### src/rtl/macu_vec_if.sv
// macu_vec_if: beat and result handshake bundle for macu_vec.
// slave = the MAC unit, master = the producer/consumer side.
interface macu_vec_if #(
  parameter int DW = 8,
  parameter int NL = 4,
  parameter int AW = 32
);
  logic             in_valid;
  logic             in_ready;
  logic             in_first;
  logic             in_last;
  logic             in_sgn;
  logic [NL*DW-1:0] xi;
  logic [NL*DW-1:0] wi;
  logic [AW-1:0]    bias;
  logic             out_valid;
  logic             out_ready;
  logic [AW-1:0]    co;
  logic             sat;

  modport slave (
    input  in_valid, in_first, in_last, in_sgn,
    input  xi, wi, bias, out_ready,
    output in_ready, out_valid, co, sat
  );

  modport master (
    output in_valid, in_first, in_last, in_sgn,
    output xi, wi, bias, out_ready,
    input  in_ready, out_valid, co, sat
  );
endinterface

### src/rtl/macu_vec.sv
// macu_vec: NL-lane dot-product MAC, products -> adder tree -> acc -> out.
// Optional MACU_SAT_EN: saturating accumulate with packet sat flag.
module macu_vec #(
  parameter int DW = 8,
  parameter int NL = 4,
  parameter int AW = 32
) (
  input  logic      clk,
  input  logic      rst_n,
  macu_vec_if.slave io
);
  localparam int PW = 2 * DW;

  logic en;
  logic take;
  logic mode;
  logic sgn_b;

  assign en          = !io.out_valid || io.out_ready;
  assign io.in_ready = en;
  assign take        = io.in_valid && en;
  // Non-first beats reuse the mode latched at the packet's first beat.
  assign sgn_b       = io.in_first ? io.in_sgn : mode;

  logic [PW-1:0] pc [NL];

  for (genvar k = 0; k < NL; k++) begin : g_lane
    logic [DW-1:0] x;
    logic [DW-1:0] w;
    logic [PW-1:0] xe;
    logic [PW-1:0] we;
    assign x     = io.xi[k*DW +: DW];
    assign w     = io.wi[k*DW +: DW];
    assign xe    = {{DW{sgn_b & x[DW-1]}}, x};
    assign we    = {{DW{sgn_b & w[DW-1]}}, w};
    assign pc[k] = xe * we;
  end

  logic [PW-1:0] p1 [NL];
  logic          v1, f1, l1, s1;
  logic [AW-1:0] b1;

  // Stage 1: lane products, beat tags, bias and mode capture.
  always_ff @(posedge clk) begin
    if (!rst_n) begin
      v1   <= 1'b0;
      f1   <= 1'b0;
      l1   <= 1'b0;
      s1   <= 1'b0;
      b1   <= '0;
      mode <= 1'b0;
      for (int k = 0; k < NL; k++) p1[k] <= '0;
    end else if (en) begin
      v1 <= take;
      f1 <= take && io.in_first;
      l1 <= take && io.in_last;
      s1 <= sgn_b;
      if (take && io.in_first) begin
        b1   <= io.bias;
        mode <= io.in_sgn;
      end
      for (int k = 0; k < NL; k++) p1[k] <= pc[k];
    end
  end

  logic [AW-1:0] sc;

  // Lane sum, each product extended to AW according to mode.
  always_comb begin
    sc = '0;
    for (int k = 0; k < NL; k++)
      sc = sc + {{(AW-PW){s1 & p1[k][PW-1]}}, p1[k]};
  end

  logic          v2, f2, l2;
  logic [AW-1:0] b2;
  logic [AW-1:0] sm2;
`ifdef MACU_SAT_EN
  logic          sg2;
`endif

  // Stage 2: register the lane sum.
  always_ff @(posedge clk) begin
    if (!rst_n) begin
      v2  <= 1'b0;
      f2  <= 1'b0;
      l2  <= 1'b0;
      b2  <= '0;
      sm2 <= '0;
`ifdef MACU_SAT_EN
      sg2 <= 1'b0;
`endif
    end else if (en) begin
      v2  <= v1;
      f2  <= f1;
      l2  <= l1;
      b2  <= b1;
      sm2 <= sc;
`ifdef MACU_SAT_EN
      sg2 <= s1;
`endif
    end
  end

  logic [AW-1:0] acc;
  logic [AW-1:0] base;
  logic [AW-1:0] sum;
  logic [AW-1:0] res;

  assign base = f2 ? b2 : acc;

`ifdef MACU_SAT_EN
  logic carry;
  logic ovf;
  logic psat;

  // Clamp on signed overflow or unsigned carry-out.
  always_comb begin
    {carry, sum} = {1'b0, base} + {1'b0, sm2};
    ovf = 1'b0;
    res = sum;
    if (sg2) begin
      ovf = (base[AW-1] == sm2[AW-1]) && (sum[AW-1] != base[AW-1]);
      if (ovf)
        res = base[AW-1] ? {1'b1, {(AW-1){1'b0}}}
                         : {1'b0, {(AW-1){1'b1}}};
    end else begin
      ovf = carry;
      if (ovf) res = '1;
    end
  end
`else
  assign sum = base + sm2;
  assign res = sum;
`endif

  logic v3, l3;

  // Stage 3: accumulate; first beat reseeds from bias.
  always_ff @(posedge clk) begin
    if (!rst_n) begin
      v3  <= 1'b0;
      l3  <= 1'b0;
      acc <= '0;
`ifdef MACU_SAT_EN
      psat <= 1'b0;
`endif
    end else if (en) begin
      v3 <= v2;
      l3 <= v2 && l2;
      if (v2) begin
        acc <= res;
`ifdef MACU_SAT_EN
        psat <= f2 ? ovf : (psat | ovf);
`endif
      end
    end
  end

  // Output stage: hold result until taken; a new one may replace it.
  always_ff @(posedge clk) begin
    if (!rst_n) begin
      io.out_valid <= 1'b0;
      io.co        <= '0;
`ifdef MACU_SAT_EN
      io.sat       <= 1'b0;
`endif
    end else if (en) begin
      if (v3 && l3) begin
        io.out_valid <= 1'b1;
        io.co        <= acc;
`ifdef MACU_SAT_EN
        io.sat       <= psat;
`endif
      end else begin
        io.out_valid <= 1'b0;
      end
    end
  end

`ifndef MACU_SAT_EN
  assign io.sat = 1'b0;
`endif
endmodule

### src/flat_wrapper.sv
// flat-port wrapper written by rule: the top's interface ports become plain ports
module macu_vec_flat 
#(
  parameter int DW = 8,
  parameter int NL = 4,
  parameter int AW = 32
)
  (clk, rst_n, io_in_valid, io_in_first, io_in_last, io_in_sgn, io_xi, io_wi, io_bias, io_out_ready, io_in_ready, io_out_valid, io_co, io_sat);
  macu_vec_if #(.DW(DW), .NL(NL), .AW(AW)) io_i ();
  input  logic clk;
  input  logic rst_n;
  input wire logic [$bits(io_i.in_valid)-1:0] io_in_valid;
  input wire logic [$bits(io_i.in_first)-1:0] io_in_first;
  input wire logic [$bits(io_i.in_last)-1:0] io_in_last;
  input wire logic [$bits(io_i.in_sgn)-1:0] io_in_sgn;
  input wire logic [$bits(io_i.xi)-1:0] io_xi;
  input wire logic [$bits(io_i.wi)-1:0] io_wi;
  input wire logic [$bits(io_i.bias)-1:0] io_bias;
  input wire logic [$bits(io_i.out_ready)-1:0] io_out_ready;
  output wire logic [$bits(io_i.in_ready)-1:0] io_in_ready;
  output wire logic [$bits(io_i.out_valid)-1:0] io_out_valid;
  output wire logic [$bits(io_i.co)-1:0] io_co;
  output wire logic [$bits(io_i.sat)-1:0] io_sat;
  assign io_i.in_valid = io_in_valid;
  assign io_i.in_first = io_in_first;
  assign io_i.in_last = io_in_last;
  assign io_i.in_sgn = io_in_sgn;
  assign io_i.xi = io_xi;
  assign io_i.wi = io_wi;
  assign io_i.bias = io_bias;
  assign io_i.out_ready = io_out_ready;
  assign io_in_ready = io_i.in_ready;
  assign io_out_valid = io_i.out_valid;
  assign io_co = io_i.co;
  assign io_sat = io_i.sat;
  macu_vec #(.DW(DW), .NL(NL), .AW(AW)) u_core (.clk(clk), .rst_n(rst_n), .io(io_i));
endmodule
### config.mk
export PLATFORM = sky130hd
export DESIGN_NAME = macu_vec_flat
export DESIGN_NICKNAME = d
export VERILOG_FILES = /design/src/rtl/macu_vec_if.sv /design/src/rtl/macu_vec.sv /design/src/flat_wrapper.sv
export SDC_FILE = /design/constraint.sdc
export NUM_CORES = 1
export LEC_CHECK = 0
export ABC_CLOCK_PERIOD_IN_PS = 6350
export CORE_MARGIN = 2
export CORE_UTILIZATION = 56
export DETAILED_ROUTE_END_ITERATION = 6
export GPL_TIMING_DRIVEN = 0
export PLACE_DENSITY_LB_ADDON = 0.2
export SYNTH_ARGS = -nofsm -noshare
export SYNTH_HDL_FRONTEND = slang
export SYNTH_SLANG_ARGS = --single-unit
export TNS_END_PERCENT = 30
### constraint.sdc
create_clock -name clk -period 6.35 [get_ports clk]
set_clock_uncertainty 0.2 [all_clocks]
set_input_delay 1.27 -clock clk [delete_from_list [all_inputs] [get_ports clk]]
set_output_delay 1.27 -clock clk [all_outputs]
set_load 0.05 [all_outputs]
==> results.py <==
metrics = {
    "worst_setup_path": {
        "reg2reg_depth": 22,
        "critical_path_class": "input port to flop",
        "cp-end-kind": "flop",
        "cp.required_ns": 6.43,
        "critPathSlowestCell": "fa_1",
        "cp_max_fo": 8,
        "cp_cell_sequence": "buf_6 > mux2_4 > clkbuf_16 > buf_12 > nand2_8 > or2_4 > fa_1 > fa_1 > inv_1 > fa_1 > fa_1 > inv_2 > fa_1 > inv_2 > ha_4 > inv_1 > o21bai_1 > a21oi_2 > o21bai_1 > a21oi_2 > o21bai_1 > a21oi_2 > mux2i_1",
        "cpPeakStageDelay_ns": 0.54,
        "crit_top_cell": "fa_1",
        "cp.arrival_ns": 6.30,
        "start_kind": "input port",
    },
    "job": {
        "max-cap-violations": 0,
    },
    "finish": {
        "nFillCells": 3322,
        "synthToLayoutAreaGrowth_pct": 13.40,
        "nNetsFinal": 3309,
        "drive_above_1_share": 0.06286,
        "post-route-util": 0.6464,
        "final_common_cell": "nand2_1",
        "mostFrequentLayoutCells": "nand2_1, inv_1, fa_1",
        "num_antenna_cells": 0,
        "stdcell_count": 3277,
        "final_cell_area_mm2": 0.02580,
    },
    "timing": {
        "maxSlewViolCount": 0,
        "rsz0062_at_grt": "yes",
        "tightest_slew_ns": 1.132,
        "fmax_ghz": 0.1609,
        "max_slew_margin": 0.2439,
        "period_minus_slack_ns": 6.217,
        "fin_crit_sh": 0.9790,
        "final-hold-violation-count": 0,
        "setup_tns_ns": 0,
        "setup_viol": 0,
        "hold_ws_ns": 0.2489,
    },
    "clocking": {
        "cts_buffer_depth": 3,
        "cts.sinks": 235,
        "clockRootBuffer": "clkbuf_16",
        "htreeDepth": 1,
        "numCtsBuffers": 25,
        "clkTransAtPathRegs_ns": 0.06,
        "insertion_delay_ns": 0.54,
        "cts_tree": "done",
        "postCtsHoldBufs": 0,
    },
    "logic_synthesis": {
        "synth_ff_type": "dfxtp_1",
        "synth_cells": 2580,
        "synth_edf_count": 64,
        "syn_avg_cell_area_um2": 8.819,
        "synth_fp_nets": 3154,
        "ys_seq_area_frac": 0.2349,
        "ys_seq_elements": 235,
        "yosysWarnings": 0,
        "ys_types": 64,
        "synth-async-reset-ratio": 0,
        "syn-cell-area_mm2": 0.02275,
    },
    "place": {
        "hpwlAfterDp_um": 42770,
        "gp_congestion": 0.9200,
        "place_inst": 3209,
        "placed_area_mm2": 0.02450,
        "io_buffers": 103,
    },
    "detailed_routing": {
        "ant_nets": 0,
        "drt_iter0_drc": 875,
        "vias": 17443,
        "firstDrtPassIters": 7,
        "viasPerCell": 5.323,
        "drcViolationCount": 0,
        "wl_um": 53680,
        "routedWlPerCell_um": 16.38,
    },
    "floorplan": {
        "ios": 138,
        "core-area_mm2": 0.03991,
        "die_area_mm2": 0.04226,
        "fp-row-count": 73,
        "die_y_um": 205.6,
        "start_util": 0.5700,
        "die_w_um": 205.6,
    },
    "status": {
        "status": "finished clean",
    },
    "pwr": {
        "power.density_mw_per_mm2": 353.7,
        "vdd_drop_max_mv": 0.2444,
        "p_leak_nw": 12.29,
    },
    "grt": {
        "track_usage": 0.2616,
        "antenna_found_initial": 0,
        "grt_pass1_wl_um": 88710,
        "grt_pass1_vias": 18258,
        "grt_overflow": 0,
        "grt_max_degree": 45,
    },
    "worst_hold_path": {
        "min_path_type": "flop to flop",
        "hold_depth": 2,
    },
}
==> per-stage QoR <==
step                      power, mW  setup WS (ns)
after floorplan               6.144       -0.02811
after global placement        7.145         -1.625
after detailed placement      7.271         -1.714
after CTS                     8.971        0.01215
after global routing          10.02       -0.04417
final                         9.127         0.1331
==> critical path, delay by kind of cell <==
| kind | cells | cell delay, ns |
|---|---|---|
| and+or+nand+nor | 2 | 0.34 |
| AOI/OAI and AO/OA | 6 | 0.84 |
| adders and majority gates | 6 | 2.73 |
| buffers and inverters | 7 | 0.66 |
| muxes | 2 | 0.45 |
==> where the power goes <==
group	switching (mW)	total (mW)	internal [mW]
Clock	0.625	1.49	0.865
Sequential	0.111	1.97	1.86
Combinational	3.13	5.67	2.54
Total	3.86	9.13	5.26
==> state kept, by name, summed over array words and instances (netlist names) <==
register             count
u_core.b1               32
u_core.l1                1
u_core.sm2              32
u_core.p1               64
u_core.f1                1
u_core.l3                1
u_core.l2                1
u_core.io.out_valid      1
u_core.b2               32
u_core.v3                1
u_core.s1                1
u_core.acc              32
u_core.v2                1
u_core.v1                1
u_core.f2                1
u_core.io.co            32
u_core.mode              1
==> cell usage after synthesis (7+ instances only) <==
library cell,instances,area share
mux2_2,31,0.015
a31oi_1,7,0.0019
o21bai_1,26,0.0086
or3_1,9,0.0025
o21ai_0,29,0.0064
nand2b_1,8,0.0022
nand2_1,442,0.073
a21o_1,38,0.013
a211oi_1,8,0.0026
dfxtp_1,171,0.15
mux2i_1,8,0.0035
clkbuf_1,96,0.016
xor2_1,28,0.011
and3_1,38,0.010
inv_1,421,0.069
nor2_1,87,0.014
ha_1,198,0.11
and2_1,151,0.042
edfxtp_1,64,0.084
or2_2,11,0.0030
nor2b_1,9,0.0025
nor3_1,12,0.0026
o21a_1,8,0.0026
fa_1,273,0.24
o21ai_1,7,0.0015
a21oi_1,208,0.046
nand3_1,31,0.0068
xnor2_1,90,0.035
==> logic make-up (layout without fill, tap and decap cells) <==
family | after synthesis | after routing | synth area share
and+or+nand+nor | 817 | 817 | 0.1647
AOI/OAI and AO/OA | 373 | 373 | 0.09981
other | 1 | 1 | 0.0001648
xor gates and xnor gates | 118 | 118 | 0.04542
muxes | 39 | 39 | 0.01886
DFF | 235 | 235 | 0.2349
adders and majority gates | 471 | 471 | 0.3491
buffers and inverters | 526 | 698 | 0.08705
==> metal layers <==
metal | global-route usage | wire (um) | share of wire | vias to the layer above
li1 | - | - | - | 8452
met1 | 0.3198 | 22150 | 0.41 | 8493
met2 | 0.4867 | 27750 | 0.52 | 403
met3 | 0.01853 | 2104 | 0.039 | 95
met4 | 0.08684 | 1675 | 0.031 | 0
met5 | 0 | 0 | 0 | -
==> layout make-up <==
class / count / area, um2 / share of cell area
Buffer: 105 / 450.4 / 0.01746
Timing Repair Buffer: 128 / 1279 / 0.04956
Clock inverter: 15 / 140.1 / 0.005431
Clock buffer: 29 / 693.2 / 0.02686
Tap cell: 525 / 656.9 / 0.02546
Multi-Input combinational cell: 1819 / 15660 / 0.6068
Sequential cell: 235 / 5345 / 0.2072
Inverter: 421 / 1580 / 0.06125
==> path summary, 6_finish.rpt <==
path	start	to	slack [ns]
worst min register to register	u_core.b2[3]	u_core.b2[3]	0.25
worst min-delay path	u_core.b2[3]	u_core.b2[3]	0.25
worst max register to register	u_core.mode	u_core.p1[0][14]	0.67
worst max-delay path	io_in_first	u_core.p1[0][14]	0.13
==> repair_timing <==
| item | CTS | global route |
|---|---|---|
| gates cloned | 1 | 0 |
| buffers inserted | 10 | 13 |
| setup endpoints to repair | 26 | 16 |
| resized for setup | 40 | 39 |
| pin swaps | 22 | 32 |
Power figures use the tool's default switching activity.
